$ cat config.mk
export PLATFORM = sky130hd
export DESIGN_NAME = instr_prefetch_queue
export DESIGN_NICKNAME = d
export VERILOG_FILES = /design/src/rtl/instr_prefetch_queue.sv
export SDC_FILE = /design/constraint.sdc
export NUM_CORES = 1
export LEC_CHECK = 0
export CORE_MARGIN = 2
export CORE_UTILIZATION = 50
export DETAILED_ROUTE_END_ITERATION = 10
export GPL_TIMING_DRIVEN = 1
export PLACE_DENSITY_LB_ADDON = 0.15
export SLEW_MARGIN = 20
export SYNTH_ARGS = -nofsm -noshare
export SYNTH_HDL_FRONTEND = slang
export SYNTH_SLANG_ARGS = --single-unit
$ cat constraint.sdc
create_clock -name clk_i -period 3.45 [get_ports clk_i]
set_clock_uncertainty 0.2 [all_clocks]
set_input_delay 0.69 -clock clk_i [delete_from_list [all_inputs] [get_ports clk_i]]
set_output_delay 0.69 -clock clk_i [all_outputs]
set_load 0.02 [all_outputs]
$ cat src/rtl/instr_prefetch_queue.sv
// Instruction prefetch queue: issues sequential word fetches over a req/gnt/rvalid
// port, buffers {pc, instr} pairs in a small FIFO and flushes on redirect.
module instr_prefetch_queue #(
  parameter int unsigned DEPTH    = 4,
  parameter logic [31:0] RESET_PC = 32'h0000_0000
) (
  input  logic                     clk_i,
  input  logic                     rst_i,
  output logic                     mem_req_o,
  output logic [31:0]              mem_addr_o,
  input  logic                     mem_gnt_i,
  input  logic                     mem_rvalid_i,
  input  logic [31:0]              mem_rdata_i,
  input  logic                     redirect_i,
  input  logic [31:0]              redirect_pc_i,
  output logic                     instr_valid_o,
  output logic [31:0]              instr_o,
  output logic [31:0]              instr_pc_o,
  input  logic                     instr_ready_i,
  output logic [$clog2(DEPTH):0]   count_o
);

  localparam int unsigned PTR_W = $clog2(DEPTH);
  localparam int unsigned CNT_W = PTR_W + 1;
  localparam logic [CNT_W-1:0] DEPTH_C = CNT_W'(DEPTH);

  typedef enum logic [1:0] {IDLE, REQ, WAIT, DISCARD} state_e;

  typedef struct packed {
    logic [31:0] pc;
    logic [31:0] instr;
  } entry_t;

  state_e             state_q, state_d;
  logic [31:0]        fetch_pc_q, fetch_pc_d;
  logic [PTR_W-1:0]   wr_ptr_q, wr_ptr_d;
  logic [PTR_W-1:0]   rd_ptr_q, rd_ptr_d;
  logic [CNT_W-1:0]   count_q, count_d;
  entry_t             head_q, head_d;
  entry_t             mem_q [DEPTH];
  entry_t             push_entry;
  logic               push, pop;

  always_comb begin
    // NOTE: every always_comb output gets a default first so no path leaves it
    // unassigned; a missing default infers a latch.
    push       = (state_q == WAIT) && mem_rvalid_i && !redirect_i;
    pop        = (count_q != '0) && instr_ready_i && !redirect_i;
    push_entry = '{pc: fetch_pc_q - 32'd4, instr: mem_rdata_i};
    wr_ptr_d   = wr_ptr_q;
    rd_ptr_d   = rd_ptr_q;
    count_d    = count_q;
    head_d     = head_q;

    if (redirect_i) begin
      wr_ptr_d = '0;
      rd_ptr_d = '0;
      count_d  = '0;
    end else begin
      if (push) wr_ptr_d = wr_ptr_q + 1'b1;
      if (pop)  rd_ptr_d = rd_ptr_q + 1'b1;
      count_d = count_q + CNT_W'(push) - CNT_W'(pop);
    end

    // The head register holds its value while empty; when the new head slot is
    // the one being written this cycle, forward the incoming word.
    if (count_d != '0) begin
      head_d = (push && (wr_ptr_q == rd_ptr_d)) ? push_entry : mem_q[rd_ptr_d];
    end
  end

  always_comb begin
    state_d    = state_q;
    fetch_pc_d = fetch_pc_q;

    unique case (state_q)
      IDLE:    if (count_q < DEPTH_C) state_d = REQ;
      REQ:     if (mem_gnt_i) begin
                 fetch_pc_d = fetch_pc_q + 32'd4;
                 state_d    = WAIT;
               end
      WAIT:    if (mem_rvalid_i) state_d = (count_d < DEPTH_C) ? REQ : IDLE;
      DISCARD: if (mem_rvalid_i) state_d = REQ;
      default: state_d = IDLE;
    endcase

    // A redirect overrides everything; an in-flight request still owes us a
    // response, which DISCARD swallows before the new path is fetched.
    if (redirect_i) begin
      fetch_pc_d = {redirect_pc_i[31:2], 2'b00};
      unique case (state_q)
        IDLE:    state_d = REQ;
        REQ:     state_d = mem_gnt_i    ? DISCARD : REQ;
        WAIT:    state_d = mem_rvalid_i ? REQ     : DISCARD;
        DISCARD: state_d = mem_rvalid_i ? REQ     : DISCARD;
        default: state_d = IDLE;
      endcase
    end
  end

  always_ff @(posedge clk_i or negedge rst_i) begin
    if (!rst_i) begin
      state_q    <= IDLE;
      fetch_pc_q <= RESET_PC;
      wr_ptr_q   <= '0;
      rd_ptr_q   <= '0;
      count_q    <= '0;
      head_q     <= '0;
    end else begin
      state_q    <= state_d;
      fetch_pc_q <= fetch_pc_d;
      wr_ptr_q   <= wr_ptr_d;
      rd_ptr_q   <= rd_ptr_d;
      count_q    <= count_d;
      head_q     <= head_d;
    end
  end

  // NOTE: the storage array is deliberately not reset; an entry is only read
  // after it has been written, and leaving it out of reset keeps it a plain RAM.
  always_ff @(posedge clk_i) begin
    if (push) mem_q[wr_ptr_q] <= push_entry;
  end

  assign mem_req_o     = (state_q == REQ);
  assign mem_addr_o    = fetch_pc_q;
  assign instr_valid_o = (count_q != '0);
  assign instr_o       = head_q.instr;
  assign instr_pc_o    = head_q.pc;
  assign count_o       = count_q;

endmodule

# ---- After elaboration in Yosys (flattened, before gate mapping)
# Memory sizes are Yosys's and may differ from the RTL's. A register that Yosys moved wholly into a read port is not among the register bits.
# Index checks and enable logic that the tools add are counted.
# Widths: inputs -> output; s select.
dict set report classes {
  bitwise_logic 0
  n_eq_ne 7
  shifts 0
  n_mul 0
  muxes 20
  n_lt_le_gt_ge 2
  n_reduce_logical 15
  div_mod_pow 0
  add_sub_neg 6
}
# operator count
set op_table {}
lappend op_table {{$mux 32} 3}
lappend op_table {{$add 32x3->32 const B} 1}
lappend op_table {{$sub 32x3->32 const B} 1}
lappend op_table {{$mux 2} 11}
lappend op_table {{$ne 3x3->1 const B} 3}
lappend op_table {{$pmux 2 s4} 1}
lappend op_table {{$lt 3x3->1 const B} 2}
lappend op_table {{$pmux 2 s3} 1}
lappend op_table {{$reduce_bool 2->1} 3}
lappend op_table {{$reduce_bool 3->1} 2}
lappend op_table {{$add 2x1->2 const B} 2}
lappend op_table {{$eq 2x2->1 const B} 2}
lappend op_table {{$logic_and 1x1->1} 4}
lappend op_table {{$reduce_and 4->1} 1}
lappend op_table {{$add 3x1->3} 1}
lappend op_table {{$mux 1} 3}
lappend op_table {{$mux 3} 1}
lappend op_table {{$ne 3x1->1 const B} 1}
lappend op_table {{$sub 3x1->3} 1}
lappend op_table {{$eq 2x1->1 const B} 1}
lappend op_table {{$logic_not 1->1} 2}
lappend op_table {{$logic_not 2->1} 1}
lappend op_table {{$reduce_and 2->1} 1}
lappend op_table {{$reduce_or 2->1} 1}
dict set report word_totals {
  mem_bits_rw 256
  ff_bits 41
  latchBits 0
  memories 1
  rom_bits 0
  wordCells 56
}
# memory words word_bits rd rd_clocked_by_memory_dff wr line
set mem_list {}
lappend mem_list {mem_q 4 64 1 1 1 40} ;# entry_t mem_q [DEPTH];

# ---- Longest topological paths before layout
# Gate-level depths: netlist (run 1).
dict set report logic_depth {
  ltp_word 11
  ltp_mapped 17
  ltp_nobuf 13
}

# ---- Worst setup path before layout (run 1)
# OpenSTA, ideal clock, no wires.
dict set report synth_path {
  path_kind {input port to flip-flop}
  from {input redirect_i}
  to {register, netlist name instr_o[12]}
  path_slack_ns -0.520
  n_path_buf 6
  required_ns 3.124
  setup_ns 0.126
  t_arrival_ns 3.644
  path_stages 16
  cell_sequence {clkbuf_1 > clkbuf_1 > clkbuf_1 > nor2_1 > ha_1 > inv_1 > ha_1 > inv_1 > fa_1 > xnor2_1 > nor2_1 > or3_1 > clkbuf_1 > clkbuf_1 > buf_1 > o32a_1}
}
dict set report synth_between {
  elab_chain_len 6
  elab_cells_between_ends 9
  classes_between {add/sub: 2; mux: 3; reduce/logical: 4}
}
# item line
set synth_rtl {}
lappend synth_rtl {{from (decl)} 14} ;# input logic redirect_i,
lappend synth_rtl {{$logic_not 1->1} {47, 48}}
lappend synth_rtl {{$logic_and 1x1->1} 47} ;# push = (state_q == WAIT) && mem_rvalid_i && !redirect_i;
lappend synth_rtl {{$add 3x1->3} 62} ;# count_d = count_q + CNT_W'(push) - CNT_W'(pop);
lappend synth_rtl {{$sub 3x1->3} 62}
lappend synth_rtl {{$mux 3 (*)} 55} ;# if (redirect_i) begin
lappend synth_rtl {{net count_d[2]} 38} ;# logic [CNT_W-1:0] count_q, count_d;
lappend synth_rtl {{$reduce_bool 3->1 (*)} 67} ;# if (count_d != '0) begin
# The timed path passes the listed nets; every way through them passes the cells marked *.
# A chain may end at the register's enable or synchronous reset.

# ---- Worst setup path in the final report (run 1)
dict set report layout_path {
  from {register count_q[2], in the netlist count_o[2]}
  to {register, netlist name instr_pc_o[20]}
}
dict set report layout_between {
  elab_chain_len 6
  elab_cells_between_ends 9
  classes_between {add/sub: 2; mux: 3; reduce/logical: 4}
}
# item line
set layout_rtl {}
lappend layout_rtl {{from (decl)} 38}
lappend layout_rtl {{from (signal assigned)} 114} ;# count_q <= count_d;
lappend layout_rtl {{branches (longest 3 deep; another with $add 3x1->3)} n/a}
lappend layout_rtl {{$sub 3x1->3 (*)} 62}
lappend layout_rtl {{$mux 3 (*)} 55}
lappend layout_rtl {{net count_d[2]} 38}
lappend layout_rtl {{$reduce_bool 3->1 (*)} 67}
# Mark *: on every way through the listed nets, which the timed path passes.

==> results of run 1 <==
[layout by cell type, fill, tap and decap left out, types with 4 or more instances in the layout]
master	instances
clkbuf_1	13
nand2_1	277
mux2_2	26
xor2_1	37
clkinv_2	7
conb_1	4
or2_2	4
nor2_1	43
nor3_1	12
a31oi_1	26
o32a_1	35
a21oi_1	97
dfrtp_1	101
nand3b_1	4
nor4_1	14
inv_1	12
nand3_1	17
o21ai_0	59
clkbuf_16	43
xnor2_1	22
clkdlybuf4s50_1	161
or4_1	5
buf_12	16
edfxtp_1	248
and2_4	4
and3_1	7
mux2i_1	25
nand4_1	5
buf_4	51
or3_1	6
clkbuf_8	5
ha_1	7
[what timing repair did]
action,in CTS,in global routing
endpoints found under the setup margin,0,29
resized for setup,0,10
hold endpoints to repair,27,0
hold buffers,1,0
setup buffers,0,8
[registers in the layout, indices dropped and copies added, names as in the netlist]
register / count
instr_pc_o: 30
mem_q: 248
state_q: 2
count_o: 3
mem_addr_o: 30
wr_ptr_q: 2
instr_o: 32
rd_ptr_q: 2
[metrics by stage]
stage / instances / setup TNS (ns) / total power, W / setup WS [ns] / hold WS (ns)
2_1_floorplan: 1225 / 0 / 0.00774 / 0.0137 / 0.194
6_report: 1837 / 0 / 0.0136 / 0.0934 / 0.274
4_1_cts: 1824 / 0 / 0.0132 / 0.0925 / 0.305
5_1_grt: 1837 / -0.0183 / 0.0142 / -0.0183 / 0.280
3_5_place_dp: 1755 / -20.71 / 0.00938 / -0.389 / 0.293
3_3_place_gp: 1755 / -17.80 / 0.00927 / -0.326 / 0.287
[worst register-to-register path, cell delays in order, from the launching register on]
cell	delay, ns
dfrtp_1	0.37
o31ai_1	0.44
nor2_2	0.08
ha_1	0.27
inv_1	0.06
ha_2	0.16
inv_2	0.03
fa_2	0.34
xnor2_2	0.22
nor2_4	0.09
or3_4	0.44
buf_12	0.17
buf_4	0.17
o22a_1	0.20
[routing by layer]
| layer | global-route usage | routed length, µm |
|---|---|---|
| met5 | 0 | 0 |
| met4 | 0.0544 | 593 |
| met3 | 0.0435 | 2060 |
| met2 | 0.386 | 18100 |
| met1 | 0.301 | 15700 |
[cell usage after synthesis (4+ instances only)]
cell type	number	area, µm²
a21oi_1	97	485
a31oi_1	26	163
and2_1	4	25.0
and3_1	8	50.1
buf_1	8	30.0
buf_2	16	80.1
buf_4	5	37.5
clkbuf_1	52	195
dfrtp_1	101	2530
edfxtp_1	248	7450
ha_1	8	100
inv_1	14	52.6
mux2_2	26	293
mux2i_1	25	250
nand2_1	277	1040
nand3_1	17	85.1
nand3b_1	4	30.0
nand4_1	5	31.3
nor2_1	47	176
nor3_1	12	60.1
nor4_1	14	87.6
o21ai_0	60	300
o32a_1	35	350
or2_2	4	25.0
or3_1	7	43.8
or4_1	5	37.5
xnor2_1	23	201
xor2_1	37	324
[cell families after synthesis]
| family | Yosys count | synth area share |
|---|---|---|
| buffers and inverters | 99 | 0.0289 |
| adders and majority gates | 9 | 0.00808 |
| xor gates and xnor gates | 62 | 0.0380 |
| AOI/OAI and AO/OA | 236 | 0.0975 |
| muxes | 51 | 0.0365 |
| DFF | 349 | 0.671 |
| and+or+nand+nor | 415 | 0.120 |
| other | 1 | 0.000252 |
[cell type report]
class | instances | area, µm²
timing repair buffer | 237 | 2500
fill | 2315 | 10700
tap | 390 | 488
multi-input combinational | 778 | 4550
clock buffer | 57 | 1090
sequential | 349 | 9970
clock inverter | 11 | 81.3
inverter | 15 | 58.8
[power by group through the flow]
stage          logic [W]  clock network (W)  registers (W)
2_1_floorplan    0.00193                  0        0.00581
3_3_place_gp     0.00386                  0        0.00540
3_5_place_dp     0.00396                  0        0.00542
4_1_cts          0.00399            0.00387        0.00533
5_1_grt          0.00480            0.00404        0.00538
6_report         0.00446            0.00380        0.00533
[how the worst min path moves through the flow]
stage                            startpoint  slack, ns  cells after the start                 endpoint
floorplan                             rst_i       0.19                      0     count_o[0]$_DFF_PN0_
global placement    instr_o[12]$_DFFE_PN0P_       0.29                      1  instr_o[12]$_DFFE_PN0P_
detailed placement  instr_o[12]$_DFFE_PN0P_       0.29                      1  instr_o[12]$_DFFE_PN0P_
CTS                 instr_o[12]$_DFFE_PN0P_       0.31                      1  instr_o[12]$_DFFE_PN0P_
global route                   mem_rvalid_i       0.28                      2   state_q[1]$_DFFE_PN0P_
finish                         mem_rvalid_i       0.27                      2   state_q[1]$_DFFE_PN0P_
==> impl_metrics.json, run 1 <==
{
  "outcome": "complete, no violations",
  "overflow": 0,
  "async_flop_share": 0.289,
  "grt_max_degree": 72,
  "clk_pin_slew_ns": 0.06,
  "max-slew-margin-rel": 0.424,
  "fp.dieArea_um2": 31100,
  "pin_count": 171,
  "fin_crit_sh": 0.973,
  "cp_num_buf_inv": 4,
  "n_antenna_cell": 0,
  "p_sw_frac": 0.313,
  "wl_um": 36500,
  "clock_latency_ns": 0.51,
  "grt_pass1_wl_um": 54600,
  "cp.arrival_ns": 3.55,
  "syn_to_final_growth_pct": 26.1,
  "min_period_ns": 3.36,
  "drt_iter0_drc": 832,
  "crit_type": "reg -> reg",
  "synthCells": 1222,
  "irDropWorstVdd_uv": 339,
  "endpoint": "instr_pc_o[20]$_DFFE_PN0P_",
  "detailroute.via_count": 10200,
  "hold_path.class": "in -> reg",
  "r2r-start": "count_o[2]$_DFF_PN0_",
  "critPathMaxStageDelay_ns": 0.44,
  "rrSetupSlack_ns": 0.09,
  "tightestPinTransition_ns": 0.864,
  "pwr-share-seq": 0.392,
  "antenna_found_initial": 0,
  "path_cells": "o31ai_1 -> nor2_2 -> ha_1 -> inv_1 -> ha_2 -> inv_2 -> fa_2 -> xnor2_2 -> nor2_4 -> or3_4 -> buf_12 -> buf_4 -> o22a_1",
  "p_sw_w": 0.00426,
  "numClockSinks": 349,
  "leakagePower_nw": 6.66,
  "final_core_util": 0.636,
  "max_cap_viol_count": 0,
  "crit_start": "count_o[2]$_DFF_PN0_",
  "p_clk_frac": 0.280,
  "portBuffers": 164,
  "coreArea_um2": 29500,
  "gp_congestion": 0.863,
  "fin_area_um2": 18700,
  "synth_seq_cells": 349,
  "finalHoldViolations": 0,
  "required_ns": 3.65,
  "rr_worst_depth": 13,
  "cts_tree": "yes",
  "ys_warn_count": 0,
  "critical_path.endpoint_type": "flop",
  "cts_inserted_buffers": 37,
  "maxSlewViolCount": 0,
  "fp.dieW_um": 176,
  "grt_pass1_vias": 10000,
  "crit_slowest_cell": "o31ai_1",
  "final_layout_size_suffix_gt1_frac": 0.126,
  "internal_power_w": 0.00933,
  "timing.fmax_mhz": 298,
  "rows": 63,
  "start_util": 0.504,
  "drc_errors": 0,
  "r2r_end": "instr_pc_o[20]$_DFFE_PN0P_",
  "cellPowerDensity_nw_per_um2": 725,
  "setup_viol": 0,
  "root_buffer": "clkbuf_16",
  "crit_fanout": 9,
  "synth_edf_count": 248,
  "synth_ff_type": "edfxtp_1",
  "power_frac_comb": 0.328,
  "syn_avg_cell_area_um2": 12.2,
  "clk_path_buf_depth": 3,
  "dp_hpwl_um": 21800,
  "postRouteAntennaNets": 0,
  "startpoint_type": "flop",
  "h-tree-depth": 2,
  "post_drt_via_cell_ratio": 5.56,
  "wire_per_inst_um": 19.8,
  "worstSetupPathDepth": 13,
  "grtUsageTotal": 0.226,
  "seq_area_frac_synth": 0.671,
  "path_delay_family": "adder cells",
  "syn-cell-area_um2": 14900,
  "die_h_um": 176,
  "yosysUniqueCellTypes": 55,
  "final_nets": 1497,
  "placed_cell_area_um2": 17300,
  "firstDrtPassIters": 5
}
Power figures use the tool's default switching activity.
==> inputs of run 2 (changes only) <==
--- a/config.mk
+++ b/config.mk
@@ -7,6 +7,7 @@
 export LEC_CHECK = 0
 export CORE_MARGIN = 2
 export CORE_UTILIZATION = 50
+export CTS_CLUSTER_DIAMETER = 60
 export DETAILED_ROUTE_END_ITERATION = 10
 export GPL_TIMING_DRIVEN = 1
 export PLACE_DENSITY_LB_ADDON = 0.15
==> impl_metrics.json, run 2 (synthesized netlist as in run 1, its figures left out) <==
{
  "outcome": "complete, no violations",
  "irDropWorstVdd_uv": 358,
  "drc_errors": 0,
  "die_h_um": 176,
  "max_cap_viol_count": 0,
  "grtUsageTotal": 0.226,
  "leakagePower_nw": 6.68,
  "clk_path_buf_depth": 3,
  "required_ns": 3.64,
  "total_power_w": 0.0137,
  "finalHoldViolations": 0,
  "fp.dieArea_um2": 31100,
  "critPathMaxStageDelay_ns": 0.50,
  "detailroute.via_count": 10200,
  "root_buffer": "clkbuf_16",
  "postRouteAntennaNets": 0,
  "syn_to_final_growth_pct": 26.5,
  "placed_cell_area_um2": 17300,
  "portBuffers": 164,
  "critical_path.endpoint_type": "flop",
  "final_core_util": 0.638,
  "final_layout_size_suffix_gt1_frac": 0.126,
  "cp_num_buf_inv": 5,
  "final_nets": 1497,
  "whs_ns": 0.268,
  "clk_pin_slew_ns": 0.06,
  "final_cell_mix": "nand2_1 (277), edfxtp_1 (248), clkdlybuf4s50_1 (161)",
  "multi_input_area_um2": 4560,
  "rsz0062_at_grt": "no",
  "seq_area_um2": 9970,
  "dp_hpwl_um": 21800,
  "rows": 63,
  "tightestPinTransition_ns": 0.845,
  "crit_fanout": 23,
  "antenna_found_initial": 0,
  "overflow": 0,
  "path_cells": "clkdlybuf4s50_1 -> o31ai_2 -> nor2_2 -> ha_1 -> inv_1 -> ha_2 -> inv_2 -> fa_2 -> xnor2_2 -> nor2_4 -> buf_12 -> or3_4 -> clkbuf_16 -> o32a_1",
  "wl_um": 36700,
  "drt_iter0_drc": 811,
  "largest_reg_flops": 248,
  "max-slew-margin-rel": 0.436,
  "cts_tree": "yes",
  "grt_pass1_wl_um": 54500,
  "clock_latency_ns": 0.51,
  "nFillCells": 2299,
  "post_drt_via_cell_ratio": 5.57,
  "path_delay_family": "buffers and inverters",
  "wire_per_inst_um": 20.0,
  "cellPowerDensity_nw_per_um2": 730,
  "coreArea_um2": 29500,
  "h-tree-depth": 2,
  "cp.arrival_ns": 3.50,
  "crit_slowest_cell": "clkdlybuf4s50_1",
  "setup_viol": 0,
  "startpoint_type": "input port",
  "gp_congestion": 0.863,
  "final_common_cell": "nand2_1",
  "crit_type": "in -> reg",
  "start_util": 0.504,
  "cts_inserted_buffers": 37,
  "min_period_ns": 3.31,
  "place_ws_ns": -0.389,
  "firstDrtPassIters": 7,
  "fp.dieW_um": 176,
  "fin_area_um2": 18800,
  "top_register": "mem_q",
  "numClockSinks": 349,
  "pin_count": 171,
  "maxSlewViolCount": 0,
  "timing.fmax_mhz": 302,
  "grt_max_degree": 72,
  "n_antenna_cell": 0,
  "fin_crit_sh": 0.959,
  "hold_path.class": "in -> reg",
  "fin_ws_ns": 0.141,
  "grt_pass1_vias": 10100
}
[run 2: cell count changes in the layout (fill, tap and decap cells not counted), moves of 2 or more]
cell and change:
clkinvlp_4 +2, clkinv_1 +2, clkbuf_1 -2, buf_4 -4, clkinv_2 -2, clkbuf_16 +3
[run 2: layer usage]
metal  global-route usage  vias to the layer above  share of wire
met2                0.383                      344           0.49
met3               0.0441                       48          0.063
met5                    0                        -              0
li1                     -                     4801              -
met4               0.0558                        0          0.020
met1                0.300                     5044           0.43
[run 2: final timing paths]
kind / to / slack, ns / start / cells after the start
worst max-delay path: instr_o[23]$_DFFE_PN0P_ / 0.14 / instr_ready_i / 14
worst min-delay path: state_q[1]$_DFFE_PN0P_ / 0.27 / mem_rvalid_i / 2
worst max register to register: instr_o[23]$_DFFE_PN0P_ / 0.16 / count_o[2]$_DFF_PN0_ / 13
worst min register to register: instr_o[27]$_DFFE_PN0P_ / 0.30 / instr_o[27]$_DFFE_PN0P_ / 1
max in group asynchronous: mem_addr_o[15]$_DFFE_PN0P_ / 1.82 / rst_i / 3
min in group asynchronous: instr_o[25]$_DFFE_PN0P_ / 0.50 / rst_i / 2
[run 2: where the power goes]
group | internal, W | switching, W
Clock | 0.00231 | 0.00154
Sequential | 0.00499 | 0.000336
Combinational | 0.00212 | 0.00244
[run 2: worst reg2reg max path, delay by kind of cell (launching register included)]
family                     cells  cell delay, ns
AOI/OAI and AO/OA              2            0.55
xor gates and xnor gates       1            0.19
adders and majority gates      3            0.77
buffers and inverters          4            0.47
DFF                            1            0.39
and+or+nand+nor                3            0.60
[run 2: area by class of cell]
class	count	share of cell area
Sequential cell	349	0.530
Multi-Input combinational cell	779	0.242
Timing Repair Buffer	236	0.135
Clock buffer	54	0.0570
Tap cell	390	0.0259
Clock inverter	14	0.00658
Inverter	15	0.00313
[run 2: through the flow]
stage          setup TNS [ns]  instances
5_1_grt                     0       1837
4_1_cts                     0       1824
6_report                    0       1837
3_5_place_dp           -20.71       1755
3_3_place_gp           -17.80       1755
2_1_floorplan               0       1225
[run 2: timing repair]
| action | CTS | global route |
|---|---|---|
| endpoints found under the hold margin | 21 | 0 |
| setup buffers | 0 | 3 |
| resized for setup | 0 | 10 |
| setup endpoints to repair | 0 | 29 |
| hold buffers | 1 | 0 |
